$ cat config.mk
export PLATFORM = sky130hd
export DESIGN_NAME = s_axil_regfile
export DESIGN_NICKNAME = d
export VERILOG_FILES = /design/src/rtl/axil_regfile_pkg.sv /design/src/rtl/bit_sync.sv /design/src/rtl/s_axil_regfile.sv
export SDC_FILE = /design/constraint.sdc
export NUM_CORES = 1
export LEC_CHECK = 0
export ABC_AREA = 0
export CORE_MARGIN = 10
export CORE_UTILIZATION = 40
export CTS_CLUSTER_DIAMETER = 200
export DETAILED_ROUTE_END_ITERATION = 7
export GPL_ROUTABILITY_DRIVEN = 1
export PLACE_DENSITY_LB_ADDON = 0.25
export SLEW_MARGIN = 40
export SYNTH_ARGS = -nofsm -noshare
export SYNTH_HDL_FRONTEND = slang
export SYNTH_SLANG_ARGS = --single-unit
$ cat constraint.sdc
create_clock -name axi_clock -period 1.9 [get_ports axi_clock]
set_clock_uncertainty 0.15 [all_clocks]
set_input_delay 0.475 -clock axi_clock [delete_from_list [all_inputs] [get_ports axi_clock]]
set_output_delay 0.475 -clock axi_clock [all_outputs]
set_load 0.05 [all_outputs]
$ cat src/rtl/axil_regfile_pkg.sv
// Shared constants for the AXI4-Lite register file: response codes and
// the data value returned on a rejected read.
package axil_regfile_pkg;

  localparam logic [1:0]  RESP_OKAY   = 2'b00;
  localparam logic [1:0]  RESP_SLVERR = 2'b10;
  localparam logic [31:0] RD_ERR_DATA = 32'h0000_0000;

endpackage

$ cat src/rtl/bit_sync.sv
// Multi-flop synchroniser for a vector of independent asynchronous bits.
// Each bit is synchronised on its own; no cross-bit coherency is implied.
module bit_sync #(
  parameter int WIDTH  = 1,
  parameter int STAGES = 2
) (
  input  logic             i_clk,
  input  logic             i_rst_n,
  input  logic [WIDTH-1:0] i_d,
  output logic [WIDTH-1:0] o_q
);

  logic [WIDTH-1:0] r_chain [STAGES];

  // Shift the asynchronous input through STAGES flops
  always_ff @(posedge i_clk or negedge i_rst_n) begin
    if (!i_rst_n) begin
      for (int i = 0; i < STAGES; i++) r_chain[i] <= '0;
    end else begin
      r_chain[0] <= i_d;
      for (int i = 1; i < STAGES; i++) r_chain[i] <= r_chain[i-1];
    end
  end

  assign o_q = r_chain[STAGES-1];

endmodule

$ cat src/rtl/s_axil_regfile.sv
// AXI4-Lite slave register file: N_CTRL read/write control registers
// followed by N_STAT read-only status registers with optional sticky
// (write-1-to-clear) bits. Unmapped word indices answer SLVERR.
module s_axil_regfile
  import axil_regfile_pkg::*;
#(
  parameter int DATA_WIDTH  = 32,
  parameter int ADDR_WIDTH  = 4,
  parameter int N_CTRL      = 4,
  parameter int N_STAT      = 4,
  parameter logic [N_CTRL*DATA_WIDTH-1:0] CTRL_RESET  = '0,
  parameter logic [N_STAT*DATA_WIDTH-1:0] STICKY_MASK = '0,
  parameter int SYNC_STAGES = 2
) (
  input  logic                         axi_clock,
  input  logic                         rst_n,
  input  logic [ADDR_WIDTH+1:0]        s_axil_awaddr,
  input  logic [2:0]                   s_axil_awprot,
  input  logic                         s_axil_awvalid,
  output logic                         s_axil_awready,
  input  logic [DATA_WIDTH-1:0]        s_axil_wdata,
  input  logic [DATA_WIDTH/8-1:0]      s_axil_wstrb,
  input  logic                         s_axil_wvalid,
  output logic                         s_axil_wready,
  output logic [1:0]                   s_axil_bresp,
  output logic                         s_axil_bvalid,
  input  logic                         s_axil_bready,
  input  logic [ADDR_WIDTH+1:0]        s_axil_araddr,
  input  logic [2:0]                   s_axil_arprot,
  input  logic                         s_axil_arvalid,
  output logic                         s_axil_arready,
  output logic [DATA_WIDTH-1:0]        s_axil_rdata,
  output logic [1:0]                   s_axil_rresp,
  output logic                         s_axil_rvalid,
  input  logic                         s_axil_rready,
  output logic [N_CTRL*DATA_WIDTH-1:0] ctrl_regs,
  output logic [N_CTRL-1:0]            ctrl_wr_pulse,
  input  logic [N_STAT*DATA_WIDTH-1:0] stat_in
);

  localparam int          STRB_W = DATA_WIDTH / 8;
  localparam int          STAT_W = N_STAT * DATA_WIDTH;
  localparam logic [31:0] N_REGS = 32'(N_CTRL + N_STAT);

  logic                    r_aw_full;
  logic [ADDR_WIDTH-1:0]   r_aw_idx;
  logic                    r_w_full;
  logic [DATA_WIDTH-1:0]   r_wdata;
  logic [STRB_W-1:0]       r_wstrb;
  logic                    r_bvalid;
  logic [1:0]              r_bresp;
  logic                    r_rvalid;
  logic [DATA_WIDTH-1:0]   r_rdata;
  logic [1:0]              r_rresp;
  logic [N_CTRL*DATA_WIDTH-1:0] r_ctrl;
  logic [N_CTRL-1:0]       r_pulse;
  logic [STAT_W-1:0]       r_sticky;

  logic [STAT_W-1:0]       w_sync;
  logic [STAT_W-1:0]       w_clr;
  logic                    w_commit;
  logic                    w_wr_err;
  logic                    w_ar_hs;
  logic [ADDR_WIDTH-1:0]   w_ar_idx;
  logic [DATA_WIDTH-1:0]   w_rd_data;
  logic                    w_rd_err;
  logic                    w_unused;

  // Protection bits and sub-word address bits carry no meaning here
  assign w_unused = ^{s_axil_awprot, s_axil_arprot, s_axil_awaddr[1:0], s_axil_araddr[1:0]};

  bit_sync #(
    .WIDTH  (STAT_W),
    .STAGES (SYNC_STAGES)
  ) u_stat_sync (
    .i_clk   (axi_clock),
    .i_rst_n (rst_n),
    .i_d     (stat_in),
    .o_q     (w_sync)
  );

  // A write commits once both halves are held and the B slot is free
  assign w_commit = r_aw_full & r_w_full & (~r_bvalid | s_axil_bready);
  assign w_wr_err = 32'(r_aw_idx) >= N_REGS;
  assign w_ar_hs  = s_axil_arvalid & ~r_rvalid;
  assign w_ar_idx = s_axil_araddr[ADDR_WIDTH+1:2];

  // Capture AW and W independently; respond on B after the commit
  always_ff @(posedge axi_clock or negedge rst_n) begin
    if (!rst_n) begin
      r_aw_full <= 1'b0;
      r_aw_idx  <= '0;
      r_w_full  <= 1'b0;
      r_wdata   <= '0;
      r_wstrb   <= '0;
      r_bvalid  <= 1'b0;
      r_bresp   <= RESP_OKAY;
    end else begin
      if (s_axil_awvalid && !r_aw_full) begin
        r_aw_full <= 1'b1;
        r_aw_idx  <= s_axil_awaddr[ADDR_WIDTH+1:2];
      end else if (w_commit) begin
        r_aw_full <= 1'b0;
      end
      if (s_axil_wvalid && !r_w_full) begin
        r_w_full <= 1'b1;
        r_wdata  <= s_axil_wdata;
        r_wstrb  <= s_axil_wstrb;
      end else if (w_commit) begin
        r_w_full <= 1'b0;
      end
      if (w_commit) begin
        r_bvalid <= 1'b1;
        r_bresp  <= w_wr_err ? RESP_SLVERR : RESP_OKAY;
      end else if (s_axil_bready) begin
        r_bvalid <= 1'b0;
      end
    end
  end

  // Byte-lane update of control registers plus the per-register write strobe
  always_ff @(posedge axi_clock or negedge rst_n) begin
    if (!rst_n) begin
      r_ctrl  <= CTRL_RESET;
      r_pulse <= '0;
    end else begin
      for (int k = 0; k < N_CTRL; k++) begin
        r_pulse[k] <= w_commit && (r_aw_idx == ADDR_WIDTH'(k)) && (|r_wstrb);
        for (int b = 0; b < STRB_W; b++) begin
          if (w_commit && (r_aw_idx == ADDR_WIDTH'(k)) && r_wstrb[b])
            r_ctrl[k*DATA_WIDTH + b*8 +: 8] <= r_wdata[b*8 +: 8];
        end
      end
    end
  end

  // W1C clear mask for status registers, restricted to strobed byte lanes
  always_comb begin
    w_clr = '0;
    for (int s = 0; s < N_STAT; s++) begin
      for (int b = 0; b < STRB_W; b++) begin
        if (w_commit && (r_aw_idx == ADDR_WIDTH'(N_CTRL + s)) && r_wstrb[b])
          w_clr[s*DATA_WIDTH + b*8 +: 8] = r_wdata[b*8 +: 8];
      end
    end
  end

  // Sticky bits: a synchronised 1 sets, W1C clears, set wins on a tie
  always_ff @(posedge axi_clock or negedge rst_n) begin
    if (!rst_n) r_sticky <= '0;
    else        r_sticky <= ((r_sticky & ~w_clr) | w_sync) & STICKY_MASK;
  end

  // Read mux over control and status words; unmapped indices flag an error
  always_comb begin
    w_rd_data = DATA_WIDTH'(RD_ERR_DATA);
    w_rd_err  = 1'b1;
    for (int k = 0; k < N_CTRL; k++) begin
      if (w_ar_idx == ADDR_WIDTH'(k)) begin
        w_rd_data = r_ctrl[k*DATA_WIDTH +: DATA_WIDTH];
        w_rd_err  = 1'b0;
      end
    end
    for (int s = 0; s < N_STAT; s++) begin
      if (w_ar_idx == ADDR_WIDTH'(N_CTRL + s)) begin
        w_rd_data = (r_sticky[s*DATA_WIDTH +: DATA_WIDTH] &  STICKY_MASK[s*DATA_WIDTH +: DATA_WIDTH]) |
                    (w_sync[s*DATA_WIDTH +: DATA_WIDTH]   & ~STICKY_MASK[s*DATA_WIDTH +: DATA_WIDTH]);
        w_rd_err  = 1'b0;
      end
    end
  end

  // Register the read response and hold it until the master takes it
  always_ff @(posedge axi_clock or negedge rst_n) begin
    if (!rst_n) begin
      r_rvalid <= 1'b0;
      r_rdata  <= '0;
      r_rresp  <= RESP_OKAY;
    end else if (w_ar_hs) begin
      r_rvalid <= 1'b1;
      r_rdata  <= w_rd_data;
      r_rresp  <= w_rd_err ? RESP_SLVERR : RESP_OKAY;
    end else if (s_axil_rready) begin
      r_rvalid <= 1'b0;
    end
  end

  assign s_axil_awready = ~r_aw_full;
  assign s_axil_wready  = ~r_w_full;
  assign s_axil_bvalid  = r_bvalid;
  assign s_axil_bresp   = r_bresp;
  assign s_axil_arready = ~r_rvalid;
  assign s_axil_rvalid  = r_rvalid;
  assign s_axil_rdata   = r_rdata;
  assign s_axil_rresp   = r_rresp;
  assign ctrl_regs      = r_ctrl;
  assign ctrl_wr_pulse  = r_pulse;

endmodule

==> results.py, run 1 <==
metrics = {
    "run_status": {
        "outcome": "finished with violations",
        "violations": "setup timing",
    },
    "placed_design": {
        "portBuffers": 349,
        "dp_worst_setup_slack_ns": -0.6801,
        "dp_hpwl_mm": 37.01,
        "place_congestion": 0.8303,
        "dpl.cell_count": 1961,
    },
    "logic_synthesis": {
        "yosys_register_bits": 466,
        "yosys.cell_count.top_type": "dfrtp_1",
        "ys_top_cells_by_area": "dfrtp_1 71%, mux2_2 12%, mux2i_1 2.9%",
        "synth_top_area_cell": "dfrtp_1",
        "synth_cell_types": 44,
        "ys_seq_area_share_pct": 70.74,
        "syn-cell-area_sq_um": 16480,
        "ys_top_cells_by_count": "466 x dfrtp_1, 182 x mux2_2, 58 x o22ai_1",
        "ys_async_sr_fraction_pct": 100.0,
        "synth_edf_count": 0,
        "netlist_instances": 1047,
        "syn_avg_cell_area_sq_um": 15.74,
        "ys_warn_count": 0,
        "synthFlopType": "dfrtp_1",
        "synth_top_area_share_pct": 70.74,
    },
    "routing": {
        "ant_nets": 0,
        "routed_wirelength_mm": 49.84,
        "via_per_inst": 5.155,
        "drtPass1Iterations": 5,
        "vias": 10600,
        "drc_errors": 0,
        "wl_per_cell_um": 24.23,
        "drt_iter0_drc": 693,
    },
    "clock_network": {
        "clock-sinks": 466,
        "htreeDepth": 2,
        "clk_path_buf_depth": 3,
        "cts_buffers": 47,
        "clk_latency_ns": 0.58,
        "cts_tree": "done",
        "clockRootBuffer": "clkbuf_16",
        "path_clk_slew_ns": 0.06,
    },
    "floorplanning": {
        "num_rows": 74,
        "io_pins": 362,
        "die_h_um": 223.0,
        "dieWidth_um": 223.0,
        "initial_core_util_pct": 40.37,
        "core_sq_um": 40830,
        "die_area_sq_um": 49730,
    },
    "sta": {
        "tightest_slew_ns": 0.5545,
        "fin_crit_ns": 1.917,
        "hold_viol_final": 0,
        "setup_viol": 8,
        "slew_violations": 0,
        "period_share_pct": 100.9,
        "fin_ws_ns": -0.01679,
        "rsz0062_at_grt": "true",
        "maxSlewHeadroom_pct": 62.69,
        "whs_ns": 0.1709,
        "fmax_ghz": 0.5217,
    },
    "finish": {
        "nNetsFinal": 1677,
        "fin_cells": 2057,
        "area_growth_pct": 48.97,
        "layout-drive-gt1-share_pct": 38.54,
    },
    "global_routing": {
        "grt-ovfl-total": 0,
        "grt_pass1_vias": 11610,
        "grt_pass1_wl_mm": 74.58,
        "grt_start_max_net_pins": 84,
        "antenna_found_initial": 4,
        "grtUsageTotal_pct": 19.77,
    },
    "run": {
        "maxCapViolations": 0,
    },
    "power": {
        "leakage_nw": 10.95,
        "power_density_nw_per_um2": 1526,
        "design_power_total_mw": 37.48,
        "peakVddDrop_uv": 966.2,
    },
    "critical_path": {
        "path_max_fanout": 8,
        "arrival_ns": 2.23,
        "required_ns": 2.21,
        "end_kind": "register",
        "cp-start-kind": "register",
        "crit_type": "register to register",
    },
    "worst_hold_path": {
        "holdCritPathClass": "input port to register",
    },
}
[critical path, stage by stage, from the launching register on]
cell and delay (ns):
dfrtp_1 0.37, or2_4 0.30, nor4b_4 0.28, buf_4 0.18, nand2_2 0.07, buf_12 0.17
mux2_2 0.27
[state kept, by name (all words and copies together), names as in the netlist]
signal / cells
s_axil_bvalid: 1
s_axil_rresp: 1
r_aw_full: 1
ctrl_regs: 128
u_stat_sync.o_q: 128
ctrl_wr_pulse: 4
s_axil_rvalid: 1
u_stat_sync.r_chain: 128
s_axil_rdata: 32
r_aw_idx: 4
s_axil_bresp: 1
r_wstrb: 4
r_w_full: 1
r_wdata: 32
[layout by cell type, fill, tap and decap left out, drive strengths merged, types with 2 or more instances in the layout]
cell type / n
bufinv: 2
a211oi: 21
nand3b: 2
or3b: 2
o2bb2ai: 21
and4bb: 2
a31oi: 8
nor2b: 8
o22ai: 58
nand2b: 3
o221ai: 2
nor2: 27
a2111oi: 22
mux2: 192
clkdlybuf4s50: 175
clkinvlp: 2
mux2i: 48
nand2: 32
a311oi: 2
clkinv: 13
and2b: 3
conb: 2
nand3: 2
o21a: 21
dfrtp: 466
diode: 2
and2: 24
o21ai: 3
clkbuf: 65
nor4: 5
buf: 272
inv: 6
[final timing paths]
check	startpoint	endpoint	slack [ns]	cells after the start
max	r_aw_idx[3]	ctrl_regs[8]	-0.02	6
min	stat_in[6]	u_stat_sync.r_chain[134]	0.17	1
max reg2reg	r_aw_idx[3]	ctrl_regs[8]	-0.02	6
min reg2reg	u_stat_sync.r_chain[148]	u_stat_sync.o_q[20]	0.19	0
max in group asynchronous	rst_n	ctrl_regs[107]	0.62	3
min in group asynchronous	rst_n	u_stat_sync.o_q[110]	0.23	2
[what timing repair did]
action	4_1_cts	5_1_grt
pin swaps	4	2
setup endpoints to repair	139	144
resized for setup	23	19
setup buffers	10	1
endpoints found under the hold margin	316	0
hold buffers	1	0
[per-stage QoR]
stage / utilization, % / TNS, ns / cell area, sq um
final: 60.14 / -0.04685 / 24560
after global routing: 60.14 / -1.690 / 24550
after CTS: 60.02 / -0.09352 / 24510
after detailed placement: 55.81 / -73.33 / 22790
after global placement: 55.81 / -68.13 / 22790
after floorplan: - / -0.007723 / 16520
[routing by layer]
| metal | vias up | wire [um] | global-route usage (%) |
|---|---|---|---|
| met2 | 428 | 24120 | 31.86 |
| met4 | 4 | 1715 | 7.716 |
| met1 | 5406 | 20120 | 24.46 |
| li1 | 4668 | - | - |
| met3 | 98 | 3870 | 6.015 |
| met5 | - | 25 | 0 |
[kinds of logic after synthesis]
| logic type | count (synthesis) | synth area share [%] |
|---|---|---|
| AOI/OAI and AO/OA | 163 | 7.256 |
| DFF | 466 | 70.74 |
| buffers and inverters | 61 | 1.548 |
| muxes | 241 | 16.21 |
| and+or+nand+nor | 115 | 4.220 |
| other | 1 | 0.02275 |
[report_power, final]
| group | switching [mW] | internal (mW) |
|---|---|---|
| clock network | 3.88 | 5.39 |
| registers | 2.44 | 11.9 |
| logic | 7.14 | 6.73 |
| total | 13.5 | 24.0 |
[area by class of cell]
cell class                      instances  area [sq um]
Antenna cell                            2         5.005
Clock buffer                           65          1384
Clock inverter                         19         192.7
Fill cell                            3052         16270
Inverter                                4         23.77
Multi-Input combinational cell        521          4690
Sequential cell                       466         11670
Tap cell                              532         665.6
Timing Repair Buffer                  448          5924
(Power assumes the default switching activity.)
==> run 2: changes to the inputs <==
--- a/config.mk
+++ b/config.mk
@@ -11,6 +11,7 @@
 export CTS_CLUSTER_DIAMETER = 200
 export DETAILED_ROUTE_END_ITERATION = 7
 export GPL_ROUTABILITY_DRIVEN = 1
+export HOLD_SLACK_MARGIN = 0.05
 export PLACE_DENSITY_LB_ADDON = 0.25
 export SLEW_MARGIN = 40
 export SYNTH_ARGS = -nofsm -noshare
==> results of run 2 <==
Final layout, timing and power as in run 1 (identical DEF).
==> run 3: changes to the inputs <==
==> constraint.sdc (replaced) <==
create_clock -name axi_clock -period 1.75 [get_ports axi_clock]
set_clock_uncertainty 0.15 [all_clocks]
set_input_delay 0.4375 -clock axi_clock [delete_from_list [all_inputs] [get_ports axi_clock]]
set_output_delay 0.4375 -clock axi_clock [all_outputs]
set_load 0.05 [all_outputs]
==> run 3 against run 2 <==
Effect of this change: the run still ends with setup timing left; via count is 6.2% higher; register-to-register slack worse by 0.17 ns; wire length is 10% higher; first-iteration DRC count is 5.1% higher; largest power group is now combinational cells; non-clock buffer count is 159 higher; utilization is 7.0 points higher; hold slack worse by 0.030 ns; global-route usage is 1.7 points higher; largest cell class unchanged; critical endpoint is now ctrl_regs[26]; flip-flop and latch count stayed put; critical path type unchanged; critical path depth stayed put; sequential share of layout area is 4.7 points lower.
==> results.py, run 3 (same netlist as run 1, synthesis figures left out) <==
metrics = {
    "floorplanning": {
        "io_pins": 362,
        "dieWidth_um": 223.0,
        "core_sq_um": 40830,
        "num_rows": 74,
        "initial_core_util_pct": 40.37,
        "die_h_um": 223.0,
        "die_area_sq_um": 49730,
    },
    "sta": {
        "rsz0062_at_grt": "true",
        "setup_viol": 265,
        "maxSlewHeadroom_pct": 57.18,
        "hold_viol_final": 0,
        "fin_ws_ns": -0.1896,
        "fmax_ghz": 0.5156,
        "fin_crit_ns": 1.940,
        "period_share_pct": 110.8,
        "tightest_slew_ns": 0.6423,
        "slew_violations": 0,
    },
    "finish": {
        "seqCellArea_sq_um": 11730,
        "fin_cells": 2220,
        "layout-drive-gt1-share_pct": 51.36,
        "layout_commonest_cell": "dfrtp_1",
        "fillCellCount": 2707,
        "final_cell_mix": "409 x dfrtp_1, 214 x buf_12, 198 x buf_4",
        "post-route-util_pct": 67.10,
        "final_area_sq_um": 27400,
        "multi_input_area_sq_um": 5482,
        "area_growth_pct": 66.19,
        "nNetsFinal": 1838,
    },
    "clock_network": {
        "htreeDepth": 2,
        "cts_tree": "done",
        "clockRootBuffer": "clkbuf_16",
        "clock-sinks": 466,
        "cts_buffers": 49,
        "clk_path_buf_depth": 3,
        "path_clk_slew_ns": 0.06,
        "clk_latency_ns": 0.58,
    },
    "placed_design": {
        "dp_hpwl_mm": 37.98,
        "place_area_sq_um": 23470,
        "place_congestion": 0.8236,
        "dp_worst_setup_slack_ns": -0.6924,
        "portBuffers": 349,
        "dpl.cell_count": 1967,
    },
    "worst_hold_path": {
        "hold_path_depth": 1,
        "whs_endpoint": "u_stat_sync.r_chain[137]",
        "holdCritStartpoint": "stat_in[9]",
        "holdCritPathClass": "input port to register",
    },
    "global_routing": {
        "grt-ovfl-total": 0,
        "met1_usage_pct": 25.71,
        "grt_pass1_wl_mm": 80.59,
        "top_usage_layer": "met2",
        "grtUsageTotal_pct": 21.42,
        "grt_pass1_vias": 12580,
        "grt_start_max_net_pins": 83,
        "antenna_found_initial": 5,
        "use_met3_pct": 6.420,
        "met2_usage_pct": 36.40,
    },
    "routing": {
        "drt_iter0_drc": 728,
        "vias": 11260,
        "ant_nets": 0,
        "drtPass1Iterations": 4,
        "drc_errors": 0,
        "routed_wirelength_mm": 55.03,
        "via_per_inst": 5.073,
        "wl_per_cell_um": 24.79,
    },
    "run": {
        "maxCapViolations": 0,
    },
    "critical_path": {
        "end_kind": "register",
        "crit_type": "register to register",
        "r2r_slack_ns": -0.19,
        "required_ns": 2.06,
        "crit_slowest_cell": "dfrtp_1",
        "path_max_fanout": 8,
        "max_stage_delay_ns": 0.39,
        "cp-start-kind": "register",
        "cpMostUsedCell": "buf_12",
        "r2r_start": "r_aw_idx[2]",
        "r2r_cells": 6,
        "arrival_ns": 2.25,
        "path_cells": "or2_4 -> nor4b_4 -> buf_12 -> nand2_4 -> buf_12 -> mux2_4",
        "r2r_end": "ctrl_regs[26]",
    },
    "power": {
        "leakage_nw": 12.28,
        "peakVddDrop_uv": 1215,
        "power_density_nw_per_um2": 1644,
        "design_power_total_mw": 45.04,
    },
    "run_status": {
        "outcome": "finished with violations",
        "violations": "setup timing",
    },
}
==> run 3: worst max-delay path by stage <==
| stage | end | slack, ns | start | depth (start not counted) |
|---|---|---|---|---|
| after floorplan | ctrl_regs[25] | -0.11 | r_aw_idx[2] | 4 |
| after global placement | s_axil_rdata[4] | -0.67 | s_axil_araddr[4] | 6 |
| after detailed placement | s_axil_rdata[4] | -0.69 | s_axil_araddr[4] | 6 |
| after CTS | ctrl_regs[71] | -0.22 | r_aw_idx[3] | 6 |
| after global routing | s_axil_rdata[20] | -0.24 | s_axil_rvalid | 8 |
| final | ctrl_regs[26] | -0.19 | r_aw_idx[2] | 6 |
==> run 3: power by group <==
group	internal [mW]	switching, mW	total, mW
logic	9.91	8.86	18.8
clock network	6.42	4.22	10.6
registers	13.0	2.65	15.6
==> run 3: what timing repair did <==
action                                  4_1_cts  5_1_grt
gates resized for setup                     134       97
setup buffers                               130       30
hold buffers                                  1        0
endpoints found under the setup margin      322      349
gates cloned                                  3        3
endpoints found under the hold margin       251        0
pin swaps                                    45       20
==> run 3: worst max-delay path: cells and delay by family (launching register included) <==
family / cells / cell delay [ns]
and+or+nand+nor: 3 / 0.64
DFF: 1 / 0.39
buffers and inverters: 2 / 0.34
muxes: 1 / 0.30
==> run 3: stage by stage <==
step / setup TNS [ns] / hold slack, ns
6_report: -24.55 / 0.1414
5_1_grt: -36.07 / 0.1180
4_1_cts: -30.27 / 0.1093
3_5_place_dp: -93.33 / 0.1499
3_3_place_gp: -89.38 / 0.1460
2_1_floorplan: -3.008 / -0.008091
==> run 3: cell type report <==
type | count | area share, %
clock inverters | 16 | 0.7581
inverters | 4 | 0.08677
clock buffers | 72 | 5.380
repair buffers | 607 | 28.49
diodes | 2 | 0.01827
multi-input cells | 521 | 20.01
well taps | 532 | 2.430
flip-flops and latches | 466 | 42.83
==> run 3: metal layers <==
metal,routed length (um),vias to the layer above
met4,1316,4
met5,27,-
met1,21680,5857
met3,4011,80
li1,-,4994
met2,27990,328
